<file path="src/rtl/wci_ctl_sequencer_if.sv">
// wci_ctl_sequencer_if: host request/response handshake plus the shared and
// per-worker WCI (OCP) signals of the control sequencer.
// The "master" modport is the sequencer's view (it masters the WCI bus).
// The "slave" modport is the environment's view (host plus eight workers).
interface wci_ctl_sequencer_if;

    logic         req_valid;
    logic         req_ready;
    logic [2:0]   req_worker;
    logic         req_write;
    logic         req_space;
    logic [31:0]  req_addr;
    logic [31:0]  req_data;
    logic [3:0]   req_byteen;

    logic         rsp_valid;
    logic [31:0]  rsp_data;
    logic [1:0]   rsp_status;

    logic [23:0]  wci_MCmd;
    logic         wci_MAddrSpace;
    logic [3:0]   wci_MByteEn;
    logic [31:0]  wci_MAddr;
    logic [31:0]  wci_MData;
    logic [15:0]  wci_SResp;
    logic [255:0] wci_SData;
    logic [7:0]   wci_SThreadBusy;

    modport master (
        input  req_valid, req_worker, req_write, req_space, req_addr, req_data, req_byteen,
        input  wci_SResp, wci_SData, wci_SThreadBusy,
        output req_ready, rsp_valid, rsp_data, rsp_status,
        output wci_MCmd, wci_MAddrSpace, wci_MByteEn, wci_MAddr, wci_MData
    );

    modport slave (
        output req_valid, req_worker, req_write, req_space, req_addr, req_data, req_byteen,
        output wci_SResp, wci_SData, wci_SThreadBusy,
        input  req_ready, rsp_valid, rsp_data, rsp_status,
        input  wci_MCmd, wci_MAddrSpace, wci_MByteEn, wci_MAddr, wci_MData
    );

endinterface

</file>
<file path="src/rtl/wci_ctl_sequencer.sv">
// wci_ctl_sequencer: takes one host request at a time and issues it as a single
// OCP read or write on one of eight WCI worker ports. It waits out thread-busy,
// then the response, and completes with OK, ERR, TIMEOUT or FENCED. A worker
// that times out is fenced (worker_dead) until clear_dead is pulsed.
// Optional feature: define WCI_SEQ_TOCOUNT_EN to enable the saturating
// timeout_count statistic; without it timeout_count is tied to 0.
module wci_ctl_sequencer #(
    parameter int TIMEOUT_CYCLES = 1024
) (
    input  logic                CLK,
    input  logic                RST_N,
    wci_ctl_sequencer_if.master bus,
    input  logic                clear_dead,
    output logic [7:0]          worker_dead,
    output logic [15:0]         timeout_count
);

    typedef enum logic [2:0] {
        IDLE,
        BUSYWAIT,
        CMD,
        RESP,
        DONE
    } stateT;

    localparam logic [1:0]  STATUS_OK      = 2'd0;
    localparam logic [1:0]  STATUS_ERR     = 2'd1;
    localparam logic [1:0]  STATUS_TIMEOUT = 2'd2;
    localparam logic [1:0]  STATUS_FENCED  = 2'd3;

    localparam logic [1:0]  SRESP_NULL = 2'd0;
    localparam logic [1:0]  SRESP_DVA  = 2'd1;
    localparam logic [1:0]  SRESP_FAIL = 2'd2;
    localparam logic [1:0]  SRESP_ERR  = 2'd3;

    localparam logic [2:0]  MCMD_WR = 3'd1;
    localparam logic [2:0]  MCMD_RD = 3'd2;

    // Last counter value of a wait phase; reaching it means TIMEOUT_CYCLES cycles elapsed.
    localparam logic [15:0] WAIT_LAST = 16'(TIMEOUT_CYCLES - 1);

    stateT       state;
    logic [2:0]  curWorker;
    logic        curWrite;
    logic        curFenced;
    logic [15:0] waitCount;

    logic        reqReady;
    logic        rspValid;
    logic [31:0] rspData;
    logic [1:0]  rspStatus;
    logic [7:0]  workerDead;

    logic [23:0] mCmd;
    logic        mAddrSpace;
    logic [3:0]  mByteEn;
    logic [31:0] mAddr;
    logic [31:0] mData;

    logic        laneBusy;
    logic [1:0]  laneResp;
    logic [31:0] laneData;
    logic        waitExpired;

    // Only the latched worker's lane is ever looked at; other lanes are ignored.
    assign laneBusy    = bus.wci_SThreadBusy[curWorker];
    assign laneResp    = bus.wci_SResp[{curWorker, 1'b0} +: 2];
    assign laneData    = bus.wci_SData[{curWorker, 5'b0} +: 32];
    assign waitExpired = (waitCount == WAIT_LAST);

    // Request sequencing FSM with all host and bus outputs registered.
    always_ff @(posedge CLK or negedge RST_N) begin
        if (!RST_N) begin
            state      <= IDLE;
            curWorker  <= '0;
            curWrite   <= 1'b0;
            curFenced  <= 1'b0;
            waitCount  <= '0;
            reqReady   <= 1'b1;
            rspValid   <= 1'b0;
            rspData    <= '0;
            rspStatus  <= STATUS_OK;
            workerDead <= '0;
            mCmd       <= '0;
            mAddrSpace <= 1'b0;
            mByteEn    <= '0;
            mAddr      <= '0;
            mData      <= '0;
        end else begin
            rspValid <= 1'b0;
            // A timeout bit set later in this block overrides this clear.
            if (clear_dead) begin
                workerDead <= '0;
            end
            case (state)
                IDLE: begin
                    if (bus.req_valid) begin
                        curWorker  <= bus.req_worker;
                        curWrite   <= bus.req_write;
                        curFenced  <= workerDead[bus.req_worker];
                        waitCount  <= '0;
                        reqReady   <= 1'b0;
                        mAddrSpace <= bus.req_space;
                        mByteEn    <= bus.req_byteen;
                        mAddr      <= bus.req_addr;
                        mData      <= bus.req_data;
                        state      <= BUSYWAIT;
                    end
                end
                BUSYWAIT: begin
                    // A fenced request never touches the bus; it completes after one hold cycle.
                    if (curFenced) begin
                        rspStatus <= STATUS_FENCED;
                        rspData   <= '0;
                        rspValid  <= 1'b1;
                        state     <= DONE;
                    end else if (!laneBusy) begin
                        mCmd  <= {21'd0, curWrite ? MCMD_WR : MCMD_RD} << (5'd3 * {2'd0, curWorker});
                        state <= CMD;
                    end else if (waitExpired) begin
                        rspStatus             <= STATUS_TIMEOUT;
                        rspData               <= '0;
                        rspValid              <= 1'b1;
                        workerDead[curWorker] <= 1'b1;
                        state                 <= DONE;
                    end else begin
                        waitCount <= waitCount + 16'd1;
                    end
                end
                CMD: begin
                    mCmd      <= '0;
                    waitCount <= '0;
                    state     <= RESP;
                end
                RESP: begin
                    case (laneResp)
                        SRESP_DVA: begin
                            rspStatus <= STATUS_OK;
                            rspData   <= curWrite ? 32'd0 : laneData;
                            rspValid  <= 1'b1;
                            state     <= DONE;
                        end
                        SRESP_FAIL, SRESP_ERR: begin
                            rspStatus <= STATUS_ERR;
                            rspData   <= '0;
                            rspValid  <= 1'b1;
                            state     <= DONE;
                        end
                        SRESP_NULL: begin
                            if (waitExpired) begin
                                rspStatus             <= STATUS_TIMEOUT;
                                rspData               <= '0;
                                rspValid              <= 1'b1;
                                workerDead[curWorker] <= 1'b1;
                                state                 <= DONE;
                            end else begin
                                waitCount <= waitCount + 16'd1;
                            end
                        end
                    endcase
                end
                DONE: begin
                    reqReady   <= 1'b1;
                    mAddrSpace <= 1'b0;
                    mByteEn    <= '0;
                    mAddr      <= '0;
                    mData      <= '0;
                    state      <= IDLE;
                end
                default: begin
                    state <= IDLE;
                end
            endcase
        end
    end

`ifdef WCI_SEQ_TOCOUNT_EN
    logic [15:0] timeoutCount;

    // Count TIMEOUT completions (seen on the completion strobe), saturating at all-ones.
    always_ff @(posedge CLK or negedge RST_N) begin
        if (!RST_N) begin
            timeoutCount <= '0;
        end else if (rspValid && (rspStatus == STATUS_TIMEOUT) && (timeoutCount != 16'hFFFF)) begin
            timeoutCount <= timeoutCount + 16'd1;
        end
    end

    assign timeout_count = timeoutCount;
`else
    assign timeout_count = '0;
`endif

    assign worker_dead        = workerDead;
    assign bus.req_ready      = reqReady;
    assign bus.rsp_valid      = rspValid;
    assign bus.rsp_data       = rspData;
    assign bus.rsp_status     = rspStatus;
    assign bus.wci_MCmd       = mCmd;
    assign bus.wci_MAddrSpace = mAddrSpace;
    assign bus.wci_MByteEn    = mByteEn;
    assign bus.wci_MAddr      = mAddr;
    assign bus.wci_MData      = mData;

endmodule

</file>
<file path="src/flat_wrapper.sv">
// flat-port wrapper written by rule: the top's interface ports become plain ports
module wci_ctl_sequencer_flat 
#(
    parameter int TIMEOUT_CYCLES = 1024
)
  (CLK, RST_N, clear_dead, worker_dead, timeout_count, bus_req_valid, bus_req_worker, bus_req_write, bus_req_space, bus_req_addr, bus_req_data, bus_req_byteen, bus_wci_SResp, bus_wci_SData, bus_wci_SThreadBusy, bus_req_ready, bus_rsp_valid, bus_rsp_data, bus_rsp_status, bus_wci_MCmd, bus_wci_MAddrSpace, bus_wci_MByteEn, bus_wci_MAddr, bus_wci_MData);
  wci_ctl_sequencer_if bus_i ();
  input  logic CLK;
  input  logic RST_N;
  input  logic clear_dead;
  output logic [7:0] worker_dead;
  output logic [15:0] timeout_count;
  input wire logic [$bits(bus_i.req_valid)-1:0] bus_req_valid;
  input wire logic [$bits(bus_i.req_worker)-1:0] bus_req_worker;
  input wire logic [$bits(bus_i.req_write)-1:0] bus_req_write;
  input wire logic [$bits(bus_i.req_space)-1:0] bus_req_space;
  input wire logic [$bits(bus_i.req_addr)-1:0] bus_req_addr;
  input wire logic [$bits(bus_i.req_data)-1:0] bus_req_data;
  input wire logic [$bits(bus_i.req_byteen)-1:0] bus_req_byteen;
  input wire logic [$bits(bus_i.wci_SResp)-1:0] bus_wci_SResp;
  input wire logic [$bits(bus_i.wci_SData)-1:0] bus_wci_SData;
  input wire logic [$bits(bus_i.wci_SThreadBusy)-1:0] bus_wci_SThreadBusy;
  output wire logic [$bits(bus_i.req_ready)-1:0] bus_req_ready;
  output wire logic [$bits(bus_i.rsp_valid)-1:0] bus_rsp_valid;
  output wire logic [$bits(bus_i.rsp_data)-1:0] bus_rsp_data;
  output wire logic [$bits(bus_i.rsp_status)-1:0] bus_rsp_status;
  output wire logic [$bits(bus_i.wci_MCmd)-1:0] bus_wci_MCmd;
  output wire logic [$bits(bus_i.wci_MAddrSpace)-1:0] bus_wci_MAddrSpace;
  output wire logic [$bits(bus_i.wci_MByteEn)-1:0] bus_wci_MByteEn;
  output wire logic [$bits(bus_i.wci_MAddr)-1:0] bus_wci_MAddr;
  output wire logic [$bits(bus_i.wci_MData)-1:0] bus_wci_MData;
  assign bus_i.req_valid = bus_req_valid;
  assign bus_i.req_worker = bus_req_worker;
  assign bus_i.req_write = bus_req_write;
  assign bus_i.req_space = bus_req_space;
  assign bus_i.req_addr = bus_req_addr;
  assign bus_i.req_data = bus_req_data;
  assign bus_i.req_byteen = bus_req_byteen;
  assign bus_i.wci_SResp = bus_wci_SResp;
  assign bus_i.wci_SData = bus_wci_SData;
  assign bus_i.wci_SThreadBusy = bus_wci_SThreadBusy;
  assign bus_req_ready = bus_i.req_ready;
  assign bus_rsp_valid = bus_i.rsp_valid;
  assign bus_rsp_data = bus_i.rsp_data;
  assign bus_rsp_status = bus_i.rsp_status;
  assign bus_wci_MCmd = bus_i.wci_MCmd;
  assign bus_wci_MAddrSpace = bus_i.wci_MAddrSpace;
  assign bus_wci_MByteEn = bus_i.wci_MByteEn;
  assign bus_wci_MAddr = bus_i.wci_MAddr;
  assign bus_wci_MData = bus_i.wci_MData;
  wci_ctl_sequencer #(.TIMEOUT_CYCLES(TIMEOUT_CYCLES)) u_core (.CLK(CLK), .RST_N(RST_N), .bus(bus_i), .clear_dead(clear_dead), .worker_dead(worker_dead), .timeout_count(timeout_count));
endmodule
</file>
<file path="config.mk">
export PLATFORM = sky130hd
export DESIGN_NAME = wci_ctl_sequencer_flat
export DESIGN_NICKNAME = d
export VERILOG_FILES = /design/src/rtl/wci_ctl_sequencer_if.sv /design/src/rtl/wci_ctl_sequencer.sv /design/src/flat_wrapper.sv
export SDC_FILE = /design/constraint.sdc
export NUM_CORES = 1
export LEC_CHECK = 0
export BUFFER_PORTS_ARGS = -buffer_cell sky130_fd_sc_hd__buf_2
export CAP_MARGIN = 25
export CORE_AREA = 3 3 196 198
export DETAILED_ROUTE_END_ITERATION = 6
export DIE_AREA = 0 0 199 201
export GPL_ROUTABILITY_DRIVEN = 0
export PLACE_DENSITY = 0.6
export RECOVER_POWER = 50
export SYNTH_ARGS = -nofsm -noshare
export SYNTH_HDL_FRONTEND = slang
export SYNTH_SLANG_ARGS = --single-unit
</file>
<file path="constraint.sdc">
create_clock -name CLK -period 6.1 [get_ports CLK]
set_clock_uncertainty 0.1 [all_clocks]
set_input_delay 0 -clock CLK [delete_from_list [all_inputs] [get_ports CLK]]
set_output_delay 0 -clock CLK [all_outputs]
set_load 0.03 [all_outputs]
</file>
==> results.md <==
- The number of endpoints failing setup at the final stage is 0.
- TritonCTS built the clock tree.
- Measured against the total synthesized area, the mux share comes to about a quarter.
- The combinational family with the most area after synthesis is multiplexers.
- Hold is met by 0.0638 ns.
- The total track usage is roughly 17%.
- Synthesis handed over a netlist of between 700 and 800 instances.
- The routed design has 35500 um of wire.
- The number of endpoints with negative hold slack in the final report was 0.
- In this run the mean area of a mapped cell was about 12 sq um.
- The pre-antenna-repair detailed-routing pass consisted of 5 iterations.
- Ranked by total cell area, the synthesized netlist is headed by sky130_fd_sc_hd__dfrtp_1 44%, sky130_fd_sc_hd__mux4_2 18%, sky130_fd_sc_hd__a22o_1 7.0%.
- The core region is 36700 sq um.
- In the detailed route, the total length drawn on met2 is between 15000 and 20000 um.
- At the worst endpoint, the required time is roughly 6.3 ns.
- The maximum fanout count along the critical path is 43.
- The max-capacitance violation count is 1.
- The library cell used most frequently in the layout, excluding fill and tap cells, is sky130_fd_sc_hd__buf_2.
- The height of the chip is ~200 um.
- The setup slack of the most critical reg-to-reg path is around 2.4 ns.
- The share of the core filled with cells in the final layout is between 30% and 40%.
- The first global-routing pass estimated about 52000 um of wire.
- Once layout is done, the placed cells without fillers occupy between 10000 and 15000 sq um.
- The worst setup path is launched from a flip-flop.
- The dominant cell type by area after synthesis is sky130_fd_sc_hd__dfrtp_1.
- The remaining routing DRC violations is 0.
- Summing the sequential cell areas from Yosys gives 44.0% of the chip area.
- In this run the top signal layer used is met4.
- The number of gates given a new drive strength after cts is 0.
- The source of the critical timing path is u_core.curWorker[0].
- The total routed wire length on the met1 layer is between 10000 and 15000 um.
- The slew at the pin with the worst max-slew slack is 3.11 ns.
- The final reports fail on max-capacitance violations, max-slew violations.
- Adding up every negative setup slack in the final design gives 0 ns.
- The total congestion overflow after global routing is 0.
- The number of synthesized register bits is 153.
- Detailed routing inserted a total of between 8000 and 9000 vias.
- The class of the most critical setup path is reg -> reg.
- The number of DRC markers after the initial detailed-route iteration is approximately 540.
- The count of nets after finishing is between 1500 and 2000.
- The count of unique library cells instantiated by Yosys is 49.
- The fraction of the mapped netlist area in adder cells is 0.144%.
- In this run, synthesis inferred 0 flip-flops with an integrated enable.
- The run finished, with violations left.
- The worst setup path is captured at a flip-flop.
- The clock passes through at most 2 buffers.
- The commonest register cell after synthesis is sky130_fd_sc_hd__dfrtp_1.
- The via count of the first global-routing pass is about 9000.
- The mapped cell area is a little under 9000 sq um.
- In the layout the commonest cells are 355 x sky130_fd_sc_hd__buf_2, 149 x sky130_fd_sc_hd__dfrtp_1, 130 x sky130_fd_sc_hd__clkbuf_1.
- Counting every sink on the clock net gives around 150.
- The H-tree generated during clock tree synthesis spans 4 levels.
- The initial antenna violation count is 9.
- After detailed routing, the number of vias per cell comes to between 4 and 5.
- The layout overhead on the synthesized area is 47.0%.
- The worst hold path belongs to the class in -> async.
- The floorplan has 70 rows.
- Once the floorplan was initialized, standard cells occupied 23.7% of the core.
- After synthesis, the largest area contributor takes up between 40% and 50% of total cell area.
- The source of the worst register-to-register timing path is u_core.curWorker[0].
- Power spread over the standard cell area amounts to approximately 500 nW/um^2.
- The wire length per cell after detailed routing is 20.3 um.
- The placed instances occupy a cell area of around 12000 sq um.
- The later pin in the worst-skew pair is clocked with a latency of 0.43 ns.
- Clock tree synthesis inserted a total of 17 buffers.
- The routed design could run at a clock period as short as 3.66 ns.
- The yosys synthesis warning count is 0.
- The data arrival time of the worst path is 3.87 ns.
- Setup repair after global routing left no endpoint under its margin.
- Timing analysis after detailed placement gives a worst setup slack of approximately 2.4 ns.
- Once detailed placement completed, the half-perimeter wirelength came to roughly 27000 um.
- The share of the synthesized netlist area taken by xor and xnor gates is 0%.
- The die span in x is about 200 um.
- Wire segments on met3 add up to about 3400 um in the final route.
- In the post-route analysis, the smallest setup slack over all paths is approximately 2.4 ns.
- The post-route clock period utilization is 59.9%.
- For this design, the CTS-stage hold fixing added 76 buffers.
- For this design the top-level I/O count stands at between 500 and 600.
- In this run the tool buffered the top-level ports with 485 buffer cells.
- The synthesized netlist devotes between 10% and 20% of its cell area to compound gates.
- The number of pins exceeding their max-slew limit in the final report is 70.
- The worst-case IR drop observed on VDD is roughly 0.29 mV.
- The worst pin sits at a relative slew slack of -107%.
- Clock tree synthesis selected as its root buffer the cell sky130_fd_sc_hd__clkbuf_16.
- The clock edge transition at the registers on the reported setup and hold paths is around 0.07 ns.
- The die footprint is 40000 sq um.
- Entering global routing, the biggest net connects 87 pins.
- Once the clock tree was built, the setup fixing pass inserted 0 buffers.
- Cells with a size suffix above 1 make up 40.6% of the layout.
- The share of flip-flops with an asynchronous set or reset after synthesis is 100%.
- The count of nets left with antenna violations once routing finished came out at 0.
- Of the total synthesized cell area, the portion taken by AND, OR, NAND and NOR gates is under 10%.
- The static leakage is roughly 0.0059 uW.
- The maximum clock frequency is 273 MHz.
[power breakdown]
part	total, uW	leakage (uW)	internal (uW)	switching, uW
sequential	1790	0.00191	1390	399
combinational	3370	0.00367	1370	2000
clock	1140	0.000298	665	475
[cells in the mapped netlist, types with 2 or more instances]
library cell and count:
sky130_fd_sc_hd__dfrtp_1 152, sky130_fd_sc_hd__a21oi_1 78, sky130_fd_sc_hd__a22o_1 70, sky130_fd_sc_hd__mux4_2 68
sky130_fd_sc_hd__nand2_1 55, sky130_fd_sc_hd__clkbuf_1 52, sky130_fd_sc_hd__mux2_2 37, sky130_fd_sc_hd__a21o_1 34
sky130_fd_sc_hd__buf_4 24, sky130_fd_sc_hd__nand3_1 14, sky130_fd_sc_hd__nor2_1 13, sky130_fd_sc_hd__a32o_1 12
sky130_fd_sc_hd__o21ai_0 11, sky130_fd_sc_hd__inv_1 10, sky130_fd_sc_hd__mux2i_1 9, sky130_fd_sc_hd__nand2b_1 8
sky130_fd_sc_hd__o22ai_1 8, sky130_fd_sc_hd__and3_1 7, sky130_fd_sc_hd__nor2b_1 7, sky130_fd_sc_hd__or4_1 7
sky130_fd_sc_hd__nor3_1 6, sky130_fd_sc_hd__o41ai_1 6, sky130_fd_sc_hd__buf_1 5, sky130_fd_sc_hd__o31ai_1 5
sky130_fd_sc_hd__a221o_1 3, sky130_fd_sc_hd__a31oi_1 3, sky130_fd_sc_hd__buf_2 3, sky130_fd_sc_hd__or2_2 3
sky130_fd_sc_hd__nand4_1 2, sky130_fd_sc_hd__nor4_1 2, sky130_fd_sc_hd__o21a_1 2
[registers in the layout (all words and copies together), names as in the netlist]
signal and cells:
u_core.bus.req_ready 1, u_core.bus.rsp_data 32, u_core.bus.rsp_status 2, u_core.bus.rsp_valid 1, u_core.bus.wci_MAddr 32, u_core.bus.wci_MAddrSpace 1
u_core.bus.wci_MByteEn 4, u_core.bus.wci_MCmd 16, u_core.bus.wci_MData 32, u_core.curFenced 1, u_core.curWorker 3, u_core.curWrite 1
u_core.state 3, u_core.waitCount 16, u_core.worker_dead 8
[worst max-delay path: stages, from the launching register on]
cell and delay (ns):
sky130_fd_sc_hd__dfrtp_4 0.87, sky130_fd_sc_hd__mux4_2 0.59, sky130_fd_sc_hd__mux2_2 0.32, sky130_fd_sc_hd__or4_4 0.57
sky130_fd_sc_hd__o221ai_1 0.42, sky130_fd_sc_hd__nand2_1 0.24, sky130_fd_sc_hd__a221o_1 0.40
[final cells by class]
cell class / instances / area (sq um)
diodes: 8 / 20.0
multi-input cells: 509 / 4540
clock inverters: 14 / 189
inverters: 10 / 37.5
flip-flops and latches: 153 / 3840
fillers: 3708 / 23900
clock buffers: 18 / 439
well taps: 468 / 586
repair buffers: 573 / 3140
[per-stage QoR]
step	cells	power, uW
floorplan	757	4210
global placement	1636	5160
detailed placement	1637	5220
CTS	1745	6430
global route	1753	6690
finish	1753	6310
[final timing paths]
path / cells after the start / end
hold / removal: 2 / u_core.bus.wci_MAddr[12]
hold reg to reg: 2 / u_core.bus.wci_MCmd[9]
setup reg to reg: 6 / u_core.waitCount[3]
max in group asynchronous: 3 / u_core.curWorker[0]
setup / recovery: 6 / u_core.waitCount[3]
min in group CLK: 5 / u_core.state[2]
[cells by family (layout without fill, tap and decap cells)]
kind of cell	after synthesis	in the layout
flops	153	153
other cells	1	32
simple gates	130	130
fa+ha+maj	1	1
mux	114	114
compound gates	240	240
buf+inv	95	615
[routing by layer]
| metal | global-route usage [%] | vias to the layer above |
|---|---|---|
| li1 | - | 3881 |
| met1 | 18.8 | 4238 |
| met2 | 28.7 | 480 |
| met3 | 5.47 | 52 |
| met4 | 9.49 | 0 |
| met5 | 0 | - |
(Power assumes the default switching activity.)
